<file path="src/rtl/q7_round_sat_fifo_pkg.sv">
// Shared constants and the Q2.14 -> Q1.7 round-half-up/saturate helper used by
// the datapath and by the bench reference model.
package q7_pkg;

    localparam int Q_IN_W       = 16;
    localparam int Q_OUT_W      = 8;
    localparam int Q_FRAC_SHIFT = 7;
    localparam int OUT_MAX      = 127;
    localparam int OUT_MIN      = -128;
    localparam int ROUND_BIAS   = 64;

    typedef struct packed {
        logic [Q_OUT_W-1:0] r;
        logic               sat;
    } rs_t;

    // Bias is added one bit wider than the input so the sum can never wrap.
    function automatic rs_t round_sat(input logic [Q_IN_W-1:0] s);
        logic signed [Q_IN_W:0]                sum;
        logic signed [Q_IN_W-Q_FRAC_SHIFT:0]   q;
        rs_t                                   o;
        sum = $signed({s[Q_IN_W-1], s}) + $signed((Q_IN_W+1)'(ROUND_BIAS));
        q   = sum[Q_IN_W:Q_FRAC_SHIFT];
        if (int'(q) > OUT_MAX) begin
            o.r   = Q_OUT_W'(OUT_MAX);
            o.sat = 1'b1;
        end else if (int'(q) < OUT_MIN) begin
            o.r   = Q_OUT_W'(OUT_MIN);
            o.sat = 1'b1;
        end else begin
            o.r   = q[Q_OUT_W-1:0];
            o.sat = 1'b0;
        end
        return o;
    endfunction

endpackage

</file>
<file path="src/rtl/q7_round_sat_fifo_sync_fifo.sv">
// Synchronous FIFO; a push while full is accepted only if a pop happens on the
// same edge, otherwise it is ignored and the caller counts it as a drop.
module sync_fifo #(
    parameter int DEPTH = 4,
    parameter int WIDTH = 8,
    localparam int AW   = $clog2(DEPTH),
    localparam int LW   = AW + 1
) (
    input  logic             clk,
    input  logic             rst,
    input  logic             push,
    input  logic             pop,
    input  logic [WIDTH-1:0] wdata,
    output logic [WIDTH-1:0] rdata,
    output logic             full,
    output logic             empty,
    output logic [LW-1:0]    level
);

    logic [WIDTH-1:0] mem_q [DEPTH];
    logic [WIDTH-1:0] mem_d [DEPTH];
    logic [AW-1:0]    wr_ptr_q, wr_ptr_d, rd_ptr_q, rd_ptr_d;
    logic [LW-1:0]    level_q, level_d;
    logic             wr_en, rd_en;

    always_comb begin
        full     = (level_q == LW'(DEPTH));
        empty    = (level_q == '0);
        wr_en    = push & (~full | pop);
        rd_en    = pop & ~empty;
        mem_d    = mem_q;
        if (wr_en)
            mem_d[wr_ptr_q] = wdata;
        // Pointers wrap for free since DEPTH is a power of two.
        wr_ptr_d = wr_ptr_q + AW'(wr_en);
        rd_ptr_d = rd_ptr_q + AW'(rd_en);
        level_d  = level_q + LW'(wr_en) - LW'(rd_en);
        rdata    = empty ? '0 : mem_q[rd_ptr_q];
        level    = level_q;
    end

    always_ff @(posedge clk) begin
        if (rst) begin
            wr_ptr_q <= '0;
            rd_ptr_q <= '0;
            level_q  <= '0;
        end else begin
            wr_ptr_q <= wr_ptr_d;
            rd_ptr_q <= rd_ptr_d;
            level_q  <= level_d;
        end
    end

    always_ff @(posedge clk) begin
        mem_q <= mem_d;
    end

endmodule

</file>
<file path="src/rtl/q7_round_sat_fifo.sv">
// Rounds/saturates upstream Q2.14 sums to Q1.7, buffers them in a FIFO and
// keeps sticky overflow plus saturating drop/saturation counters.
module q7_round_sat_fifo
    import q7_pkg::*;
#(
    parameter int IN_W       = Q_IN_W,
    parameter int OUT_W      = Q_OUT_W,
    parameter int FRAC_SHIFT = Q_FRAC_SHIFT,
    parameter int DEPTH      = 4,
    parameter int CNT_W      = 8,
    localparam int LW        = $clog2(DEPTH) + 1
) (
    input  logic             clk,
    input  logic             rst,
    input  logic [IN_W-1:0]  s_in,
    input  logic             val_in,
    output logic [OUT_W-1:0] dout,
    output logic             dout_val,
    input  logic             dout_rdy,
    input  logic             clr_flags,
    output logic             ovf_flag,
    output logic [CNT_W-1:0] sat_cnt,
    output logic [CNT_W-1:0] drop_cnt,
    output logic [LW-1:0]    level
);

    rs_t              rs;
    logic             st_vld_q, st_vld_d, st_sat_q, st_sat_d;
    logic [OUT_W-1:0] st_r_q, st_r_d;
    logic             ovf_q, ovf_d;
    logic [CNT_W-1:0] sat_cnt_q, sat_cnt_d, drop_cnt_q, drop_cnt_d;
    logic             full, empty, pop, drop, sat_evt;

    sync_fifo #(.DEPTH(DEPTH), .WIDTH(OUT_W)) u_fifo (
        .clk   (clk),
        .rst   (rst),
        .push  (st_vld_q),
        .pop   (pop),
        .wdata (st_r_q),
        .rdata (dout),
        .full  (full),
        .empty (empty),
        .level (level)
    );

    always_comb begin
        rs         = round_sat(s_in);
        st_vld_d   = val_in;
        st_r_d     = rs.r;
        st_sat_d   = rs.sat;
        dout_val   = ~empty;
        pop        = dout_val & dout_rdy;
        drop       = st_vld_q & full & ~pop;
        // Saturated samples count even when the FIFO drops them.
        sat_evt    = st_vld_q & st_sat_q;
        ovf_d      = ovf_q | drop;
        sat_cnt_d  = (sat_evt && sat_cnt_q != '1) ? sat_cnt_q + 1'b1 : sat_cnt_q;
        drop_cnt_d = (drop && drop_cnt_q != '1) ? drop_cnt_q + 1'b1 : drop_cnt_q;
        if (clr_flags) begin
            ovf_d      = 1'b0;
            sat_cnt_d  = '0;
            drop_cnt_d = '0;
        end
        ovf_flag   = ovf_q;
        sat_cnt    = sat_cnt_q;
        drop_cnt   = drop_cnt_q;
    end

    always_ff @(posedge clk) begin
        if (rst) begin
            st_vld_q   <= 1'b0;
            st_sat_q   <= 1'b0;
            st_r_q     <= '0;
            ovf_q      <= 1'b0;
            sat_cnt_q  <= '0;
            drop_cnt_q <= '0;
        end else begin
            st_vld_q   <= st_vld_d;
            st_sat_q   <= st_sat_d;
            st_r_q     <= st_r_d;
            ovf_q      <= ovf_d;
            sat_cnt_q  <= sat_cnt_d;
            drop_cnt_q <= drop_cnt_d;
        end
    end

endmodule
</file>
<file path="config.mk">
export PLATFORM = sky130hd
export DESIGN_NAME = q7_round_sat_fifo
export DESIGN_NICKNAME = d
export VERILOG_FILES = /design/src/rtl/q7_round_sat_fifo_pkg.sv /design/src/rtl/q7_round_sat_fifo_sync_fifo.sv /design/src/rtl/q7_round_sat_fifo.sv
export SDC_FILE = /design/constraint.sdc
export NUM_CORES = 1
export LEC_CHECK = 0
export CORE_UTILIZATION = 40
export CTS_CLUSTER_SIZE = 25
export DETAILED_ROUTE_END_ITERATION = 10
export PLACE_DENSITY = 0.75
export SLEW_MARGIN = 20
export SYNTH_ARGS = -nofsm -noshare
export SYNTH_HDL_FRONTEND = slang
export SYNTH_SLANG_ARGS = --single-unit
export TNS_END_PERCENT = 10
</file>
<file path="constraint.sdc">
create_clock -name clk -period 3.6 [get_ports clk]
set_clock_uncertainty 0.1 [all_clocks]
set_input_delay 0.72 -clock clk [delete_from_list [all_inputs] [get_ports clk]]
set_output_delay 0.72 -clock clk [all_outputs]
set_load 0.005 [all_outputs]
</file>
# Yosys cells after proc, flatten, opt, wreduce, memory -nomap -nowiden
# Cells that the tools add are included.
[op_classes] reduce_logical=6 muxes=9 n_eq_ne=3 magnitude_cmp=5 bitwise_logic=13 n_addsub=7
[op_table] operator="8-bit two-way mux" n=5
[op_table] operator="32-bit bitwise mux" n=1
[op_table] operator="16-bit by 8-bit adder with 17-bit output, second input constant" n=1
[op_table] operator="8-bit by 1-bit adder with 8-bit output, second input constant" n=2
[op_table] operator="8-bit binary-select mux with 2-bit select" n=1
[op_table] operator="8-bit demux with 2-bit select" n=1
[op_table] operator="8-bit inequality test, second input constant" n=2
[op_table] operator="10-bit by 8-bit > comparator with 1-bit output, second input constant" n=1
[op_table] operator="10-bit by 8-bit < comparator with 1-bit output, second input constant" n=1
[op_table] operator="9-bit two-way mux" n=1
[op_table] operator="1-bit AND" n=6
[op_table] operator="3-bit greater-or-equal comparator, second input constant" n=2
[op_table] operator="2-bit NOT with 3-bit output" n=2
[op_table] operator="2-bit by 1-bit adder with 2-bit output" n=2
[op_table] operator="2-bit OR reduction" n=2
[op_table] operator="3-bit by 1-bit adder with 3-bit output" n=1
[op_table] operator="3-bit == test, second input constant" n=1
[op_table] operator="1-bit logical AND" n=3
[op_table] operator="3-bit zero test" n=1
[op_table] operator="3-bit by 1-bit < comparator with 1-bit output, second input constant" n=1
[op_table] operator="1-bit NOT" n=3
[op_table] operator="3-bit by 1-bit subtractor with 3-bit output" n=1
[op_table] operator="1-bit OR" n=2
[totals] output_inout_bits=29 ff_bits=66 inputBits=21

# Logic depth before layout (Yosys ltp)
# Gate-level depths: netlist (run 1).
[logic_depth] ltp_word=7 mapped_depth=9 depth_no_buf=9

# Cells and area by module
# Synthesis (run 1) repeated with hierarchy kept, for this count alone.
[unflattened] cells_unflattened=258 hier_area_um2=3000.4
[by_module_without_submodules] module="sync_fifo" seq_area_each_um2=1101.1 cells_each=91 instances=1 area_each_um2=1599.0
[by_module_without_submodules] module="q7_round_sat_fifo" seq_area_each_um2=540.5 cells_each=167 instances=1 area_each_um2=1401.3

# Least setup slack after synthesis (run 1)
# Ideal clock, no wire load.
[synth_timing] kind="flip-flop to flip-flop" from="register u_fifo.level_q[1], in the netlist u_fifo.level[1]" to="register u_fifo.level_q[2], in the netlist u_fifo.level[2]" stages_incl_launch_ff=10 t_required_ns=3.372 period_less_slack_ns=2.551 path_slack_ns=1.049 setup_time_ns=0.128 arrival_ns=2.323 path_cell_list="dfxtp_1 -> nor3_1 -> nor2b_1 -> ha_1 -> inv_1 -> ha_1 -> fa_1 -> xnor2_1 -> xnor2_1 -> nor2_1"
[synth_between] elab_chain_cells=7 word_cells_on_any_way=10 cone_classes="add/sub (2); eq/ne (1); bitwise (6); reduce/logical (1)"
[synth_lines] item="from (decl)" line="q7_round_sat_fifo_sync_fifo.sv:23" source="logic [LW-1:0] level_q, level_d;"
[synth_lines] item="from (signal assigned)" line="q7_round_sat_fifo_sync_fifo.sv:50" source="level_q <= level_d;"
[synth_lines] item="3-bit zero test" line="q7_round_sat_fifo_sync_fifo.sv:28" source="empty = (level_q == '0);"
[synth_lines] item="1-bit NOT" line="q7_round_sat_fifo_sync_fifo.sv:30, q7_round_sat_fifo.sv:51"
[synth_lines] item="1-bit AND" line="q7_round_sat_fifo.sv:52" source="pop = dout_val & dout_rdy;"
[synth_lines] item="1-bit OR" line="q7_round_sat_fifo_sync_fifo.sv:29" source="wr_en = push & (~full | pop);"
[synth_lines] item="1-bit AND" line="q7_round_sat_fifo_sync_fifo.sv:29"
[synth_lines] item="3-bit by 1-bit adder with 3-bit output" line="q7_round_sat_fifo_sync_fifo.sv:37" source="level_d = level_q + LW'(wr_en) - LW'(rd_en);"
[synth_lines] item="3-bit by 1-bit subtractor with 3-bit output (*)" line="q7_round_sat_fifo_sync_fifo.sv:37"
# Every way passes the cells marked *; elsewhere a longest branch is shown, timed or not.
# A chain may end at the register's enable or synchronous reset.

# Worst setup path in the final report (run 1)
[layout_timing] from="register u_fifo.rd_ptr_q[0]" to="output dout[0]"
[layout_between] elab_chain_cells=5
[layout_lines] item="from (decl)" line="q7_round_sat_fifo_sync_fifo.sv:22" source="logic [AW-1:0] wr_ptr_q, wr_ptr_d, rd_ptr_q, rd_ptr_d;"
[layout_lines] item="from (signal assigned)" line="q7_round_sat_fifo_sync_fifo.sv:49" source="rd_ptr_q <= rd_ptr_d;"
[layout_lines] item="2-bit NOT with 3-bit output (implied by the code)" line="q7_round_sat_fifo_sync_fifo.sv:38" source="rdata = empty ? '0 : mem_q[rd_ptr_q];"
[layout_lines] item="8-bit binary-select mux with 2-bit select" line="q7_round_sat_fifo_sync_fifo.sv:38"
[layout_lines] item="8-bit two-way mux (implied by the code) (2 in series)" line="q7_round_sat_fifo_sync_fifo.sv:38"
[layout_lines] item="8-bit two-way mux" line="q7_round_sat_fifo_sync_fifo.sv:38"
[layout_lines] item="to (decl)" line="q7_round_sat_fifo.sv:17" source="output logic [OUT_W-1:0] dout,"
# No other way between the ends. The select of a mux whose other input is x is not followed.

==> reports/metrics.yaml, run 1 <==
outcome: "complete, no violations"
netlist_top_cells_area: "edfxtp_1, dfxtp_1, mux4_2"
switching_share_pct: 25.53
power_leakage_uw: 0.001228
rsz0062_at_grt: "false"
grt_max_degree: 20
ant_nets: 0
power.density_nw_per_um2: 530.9
grt_pass1_wl_um: 8818
cts_resized: 0
crit_chain: "mux4_2 -> nor2b_1 -> clkdlybuf4s50_1"
synth.distinct_cells: 49
fin_total_pwr_uw: 1906
num_vias: 2018
seqPwrFrac_pct: 47.6
cts_root_buffer: "clkbuf_8"
finalCriticalPeriod_ps: 2997
fin_tns_setup_ps: 0
tightest_slew_ps: 751.7
timing.final.crit_share_pct: 83.24
die_w_um: 87.01
antenna_found_initial: 0
finalNetCount: 321
overflow: 0
core-area_um2: 6869
cts_tree: "built"
synth_area_per_cell_um2: 11.89
slew_viol_final: 0
ys_seq_area_share_pct: 56.80
crit_fanout: 9
crit_slowest_cell: "dfxtp_1"
setup_viol: 0
critPathArrivalTime_ps: 2180
clk_latency_ps: 320
combPwrFrac_pct: 25.6
crit_family: "flip-flops"
startpoint_type: "flip-flop"
clk_pin_slew_worst_paths_ps: 60
synth_edf_count: 32
ys_warn_count: 0
diodes: 0
cts_buffer_depth: 2
post_drt_wl_per_cell_um: 13.58
track_usage_pct: 15.29
clkSinkCount: 66
hold_viol: 0
start_util_pct: 42.08
internal_power_uw: 1420
die_y_um: 87.01
synth_common_cells: "dfxtp_1, edfxtp_1, a21oi_1"
synth_top_area_share_pct: 33.25
cts_hold_buffers: 0
maxSlewHeadroom_pct: 49.70
crit_buf_inv: 1
worst_ep_required_time_ps: 2780
ioPinCount: 50
post-cts-setup-buffers: 0
drc_errors: 0
async_reset_ff_share_pct: 0
first_pass_iters: 4
dr.first_iter.drc_count: 86
port_buffers: 43
switching_power_uw: 486.8
synth-seq-cells: 66
dieArea_um2: 7570
cpPeakStageDelay_ps: 680
clock.fmax_mhz: 333.7
hold_path_class: "reg -> reg"
clkPwrFrac_pct: 26.8
htreeDepth: 3
rows: 30
routed_wl_um: 5336
critical_path_class: "reg -> out"
syn_to_final_growth_pct: 24.24
dp_hpwl_um: 3710
synth.net_count: 272
yosysMostFrequentCell: "dfxtp_1"
synthCells: 243
layout-drive-gt1-share_pct: 10.10
grt_pass1_vias: 1885
viasPerCell: 5.135
end_kind: "primary output"
cts_buffers: 9
gp_congestion: 0.8049
ys.flop_type: "dfxtp_1"
drv_cap: 0
syn-cell-area_um2: 2890
synth_top_area_cell: "edfxtp_1"
worst_ir_drop_vdd_v: 0.0002112
-- layout make-up --
type                       instances  area [um2]
clock buffer                      15       156.4
timing repair buffer              46       452.9
multi-input combinational        159        1177
fill                             584        3278
clock inverter                     1       5.005
tap                               96       120.1
inverter                          10       37.54
sequential                        66        1642
-- logic make-up after synthesis --
| family | count (synthesis) | synth area share (%) |
|---|---|---|
| mux | 9 | 6.580 |
| flops | 66 | 56.80 |
| fa+ha+maj | 8 | 3.723 |
| simple gates | 83 | 16.80 |
| compound gates | 50 | 10.91 |
| xor+xnor | 9 | 2.727 |
| buf+inv | 18 | 2.468 |
-- worst paths after layout --
path	slack, ps	startpoint	to	cells after the start
worst max-delay path	600	u_fifo.rd_ptr_q[0]	dout[0]	3
worst min-delay path	370	ovf_flag	ovf_flag	2
worst max register to register	1330	u_fifo.level[1]	u_fifo.level[2]	10
worst min register to register	370	ovf_flag	ovf_flag	2
-- layer usage --
metal	part of all wire, %	routed length, um	global-route usage (%)
met1	47	2485	19.72
met2	49	2598	24.77
met3	3.4	180	2.938
met4	1.3	71	7.424
met5	0	0	0
-- sequential cells by signal (all words and copies together) (netlist names) --
register and flops:
sat_cnt 8, u_fifo.level 3, st_vld_q 1, st_sat_q 1, ovf_flag 1, u_fifo.wr_ptr_q 2
u_fifo.rd_ptr_q 2, drop_cnt 8, u_fifo.mem_q 32, st_r_q 8
-- power by group through the flow --
| stage | Clock [uW] | Sequential [uW] | Combinational (uW) |
|---|---|---|---|
| floorplan | 0 | 887 | 294 |
| global placement | 0 | 920 | 483 |
| detailed placement | 0 | 925 | 496 |
| CTS | 521 | 909 | 498 |
| global route | 551 | 920 | 546 |
| finish | 511 | 907 | 488 |
-- placed cells by master (no fill, tap or decap), drive strengths merged, types with 8 or more instances in the layout --
master,n
inv,10
clkdlybuf4s50,43
xnor2,8
o21ai,8
mux4,8
dfxtp,34
a21oi,18
nand3,8
edfxtp,32
nor2b,14
nand2,12
clkbuf,15
nor2,14
-- tightest hold or removal path, stage by stage, from the launching register on --
cell and delay [ps]:
dfxtp_1 310, inv_1 60, a21oi_1 50
-- per-stage QoR --
stage,std cells,area (um2),hold WS (ps),util [%],setup slack (ps)
after floorplan,243,2890,338.3,-,1049
after global routing,393,3591,399.4,52.28,454.5
after CTS,393,3591,371.4,52.28,566.2
final,393,3591,368.8,52.28,603.5
after global placement,377,3430,339.4,49.93,616.7
after detailed placement,377,3430,361.3,49.93,553.9
(Power assumes the default switching activity.)
==> run 2, diff against run 1 <==
--- a/config.mk
+++ b/config.mk
@@ -8,7 +8,7 @@
 export CORE_UTILIZATION = 40
 export CTS_CLUSTER_SIZE = 25
 export DETAILED_ROUTE_END_ITERATION = 10
-export PLACE_DENSITY = 0.75
+export PLACE_DENSITY = 0.78
 export SLEW_MARGIN = 20
 export SYNTH_ARGS = -nofsm -noshare
 export SYNTH_HDL_FRONTEND = slang
==> constraint.sdc (replaced) <==
create_clock -name clk -period 2.7 [get_ports clk]
set_clock_uncertainty 0.1 [all_clocks]
set_input_delay 0.54 -clock clk [delete_from_list [all_inputs] [get_ports clk]]
set_output_delay 0.54 -clock clk [all_outputs]
set_load 0.005 [all_outputs]
==> reports/metrics.yaml, run 2 (synthesis gave the netlist of run 1 again) <==
outcome: "complete, no violations"
grt_pass1_wl_um: 8514  # -3.4%
ioPinCount: 50  # unchanged
cts_buffer_depth: 2  # unchanged
clk_latency_ps: 330  # about the same
worst_ir_drop_vdd_v: 0.0003010  # +43%
gp_congestion: 0.7608  # -5.5%
overflow: 0  # unchanged
power_leakage_uw: 0.001254  # +2.1%
end_kind: "primary output"
cts_hold_buffers: 0  # unchanged
timing.final.crit_share_pct: 95.80
dp.cells: 380  # +0.80%
ant_nets: 0  # unchanged
crit_slowest_cell: "mux4_2"
syn_to_final_growth_pct: 25.63
drv_cap: 0  # unchanged
cts_buffers: 9  # unchanged
cts_root_buffer: "clkbuf_8"
finalCriticalPeriod_ps: 2587
routed_wl_um: 5284  # -0.97%
power.density_nw_per_um2: 724.6  # +36%
antenna_found_initial: 0  # unchanged
final_cell_mix: "clkdlybuf4s50_1, dfxtp_1, edfxtp_1"
htreeDepth: 3  # unchanged
die_y_um: 87.01  # unchanged
grt_util_met1_pct: 18.83  # -0.88 points
critPathArrivalTime_ps: 1950  # -230 ps
clock.fmax_mhz: 386.6
first_pass_iters: 4  # unchanged
largest_reg_flops: 32  # unchanged
core-area_um2: 6869  # unchanged
crit_chain: "buf_4 -> mux4_2 -> nor2b_1 -> clkdlybuf4s50_1"
clk_pin_slew_worst_paths_ps: 70  # about the same
clkSinkCount: 66  # unchanged
grt_pass1_vias: 1807  # -4.1%
post_drt_wl_per_cell_um: 13.34  # -1.7%
tightest_slew_ps: 771.8  # +20.15 ps
slew_viol_final: 0  # unchanged
diodes: 0  # unchanged
track_usage_pct: 15.05  # -0.25 points
viasPerCell: 5.053  # -1.6%
setup_viol: 0  # unchanged
startpoint_type: "flip-flop"
port_buffers: 43  # unchanged
start_util_pct: 42.08  # unchanged
top_register: "u_fifo.mem_q"
layout-drive-gt1-share_pct: 11.33  # +1.2 points
fin_tns_setup_ps: 0  # unchanged
rsz0062_at_grt: "false"
cpPeakStageDelay_ps: 530  # -150 ps
critical_path_class: "reg -> out"
drc_errors: 0  # unchanged
grt_max_degree: 18  # -10%
rows: 30  # unchanged
layout_commonest_cell: "clkdlybuf4s50_1"
finalNetCount: 324  # +0.93%
post-cts-setup-buffers: 0  # unchanged
dp_hpwl_um: 3737  # +0.75%
worst_ep_required_time_ps: 2060  # -720 ps
dr.first_iter.drc_count: 103  # +20%
met3_usage_pct: 3.791  # +0.85 points
die_w_um: 87.01  # unchanged
dieArea_um2: 7570  # unchanged
hold_path_class: "reg -> reg"
hold_viol: 0  # unchanged
final_cells: 396  # +0.76%
busiest_layer: "met2"
maxSlewHeadroom_pct: 48.36  # -1.3 points
num_vias: 2001  # -0.84%
cts_tree: "built"
crit_fanout: 9  # unchanged
cts_resized: 0  # unchanged
grt.met2_usage_pct: 23.98  # -0.79 points
==> run 2: changes by cell type in the layout (fill, tap and decap cells not counted), sizes merged <==
cell,previous run,this run
clkbuf,15,12
bufinv,0,1
clkinv,1,3
buf,3,6
==> run 2: path summary, 6_finish.rpt <==
check	from	end	depth (start not counted)	slack, ps
setup / recovery	u_fifo.rd_ptr_q[0]	dout[7]	4	110
hold / removal	ovf_flag	ovf_flag	2	350
setup reg to reg	u_fifo.level[1]	u_fifo.level[2]	9	530
hold reg to reg	ovf_flag	ovf_flag	2	350
==> run 2: layout make-up <==
type                    instances  area [um2]
multi-input cells             159        1177
well taps                      96       120.1
fillers                       622        3238
clock inverters                 4       43.79
clock buffers                  12       135.1
inverters                      10       37.54
flip-flops and latches         66        1642
repair buffers                 49       475.5
==> run 2: power by group <==
part	switching (uW)	internal (uW)
sequential	63.5	1120
clock	340	421
combinational	259	431
total	663	1970
==> run 2: critical path, delay by kind of cell (launching register included) <==
| family | cells | cell delay [ps] |
|---|---|---|
| buf+inv | 2 | 640 |
| flops | 1 | 310 |
| mux | 1 | 530 |
| simple gates | 1 | 140 |
==> run 2: per-layer routing <==
metal	wire length, um	vias up	share of wire (%)
met3	209	5	4.0
met2	2577	51	49
met4	54	0	1.0
met1	2442	929	46
met5	0	-	0
li1	-	1016	-
==> run 2: through the flow <==
step / hold WS (ps) / area [um2] / total power, uW / setup WS [ps] / util (%)
6_report: 354.1 / 3631 / 2631 / 113.4 / 52.86
5_1_grt: 380.4 / 3631 / 2795 / 11.02 / 52.86
4_1_cts: 362.3 / 3631 / 2672 / 83.12 / 52.86
3_5_place_dp: 352.3 / 3452 / 1905 / 9.099 / 50.26
3_3_place_gp: 350.9 / 3452 / 1884 / 40.51 / 50.26
2_1_floorplan: 338.3 / 2890 / 1574 / 149.4 / -
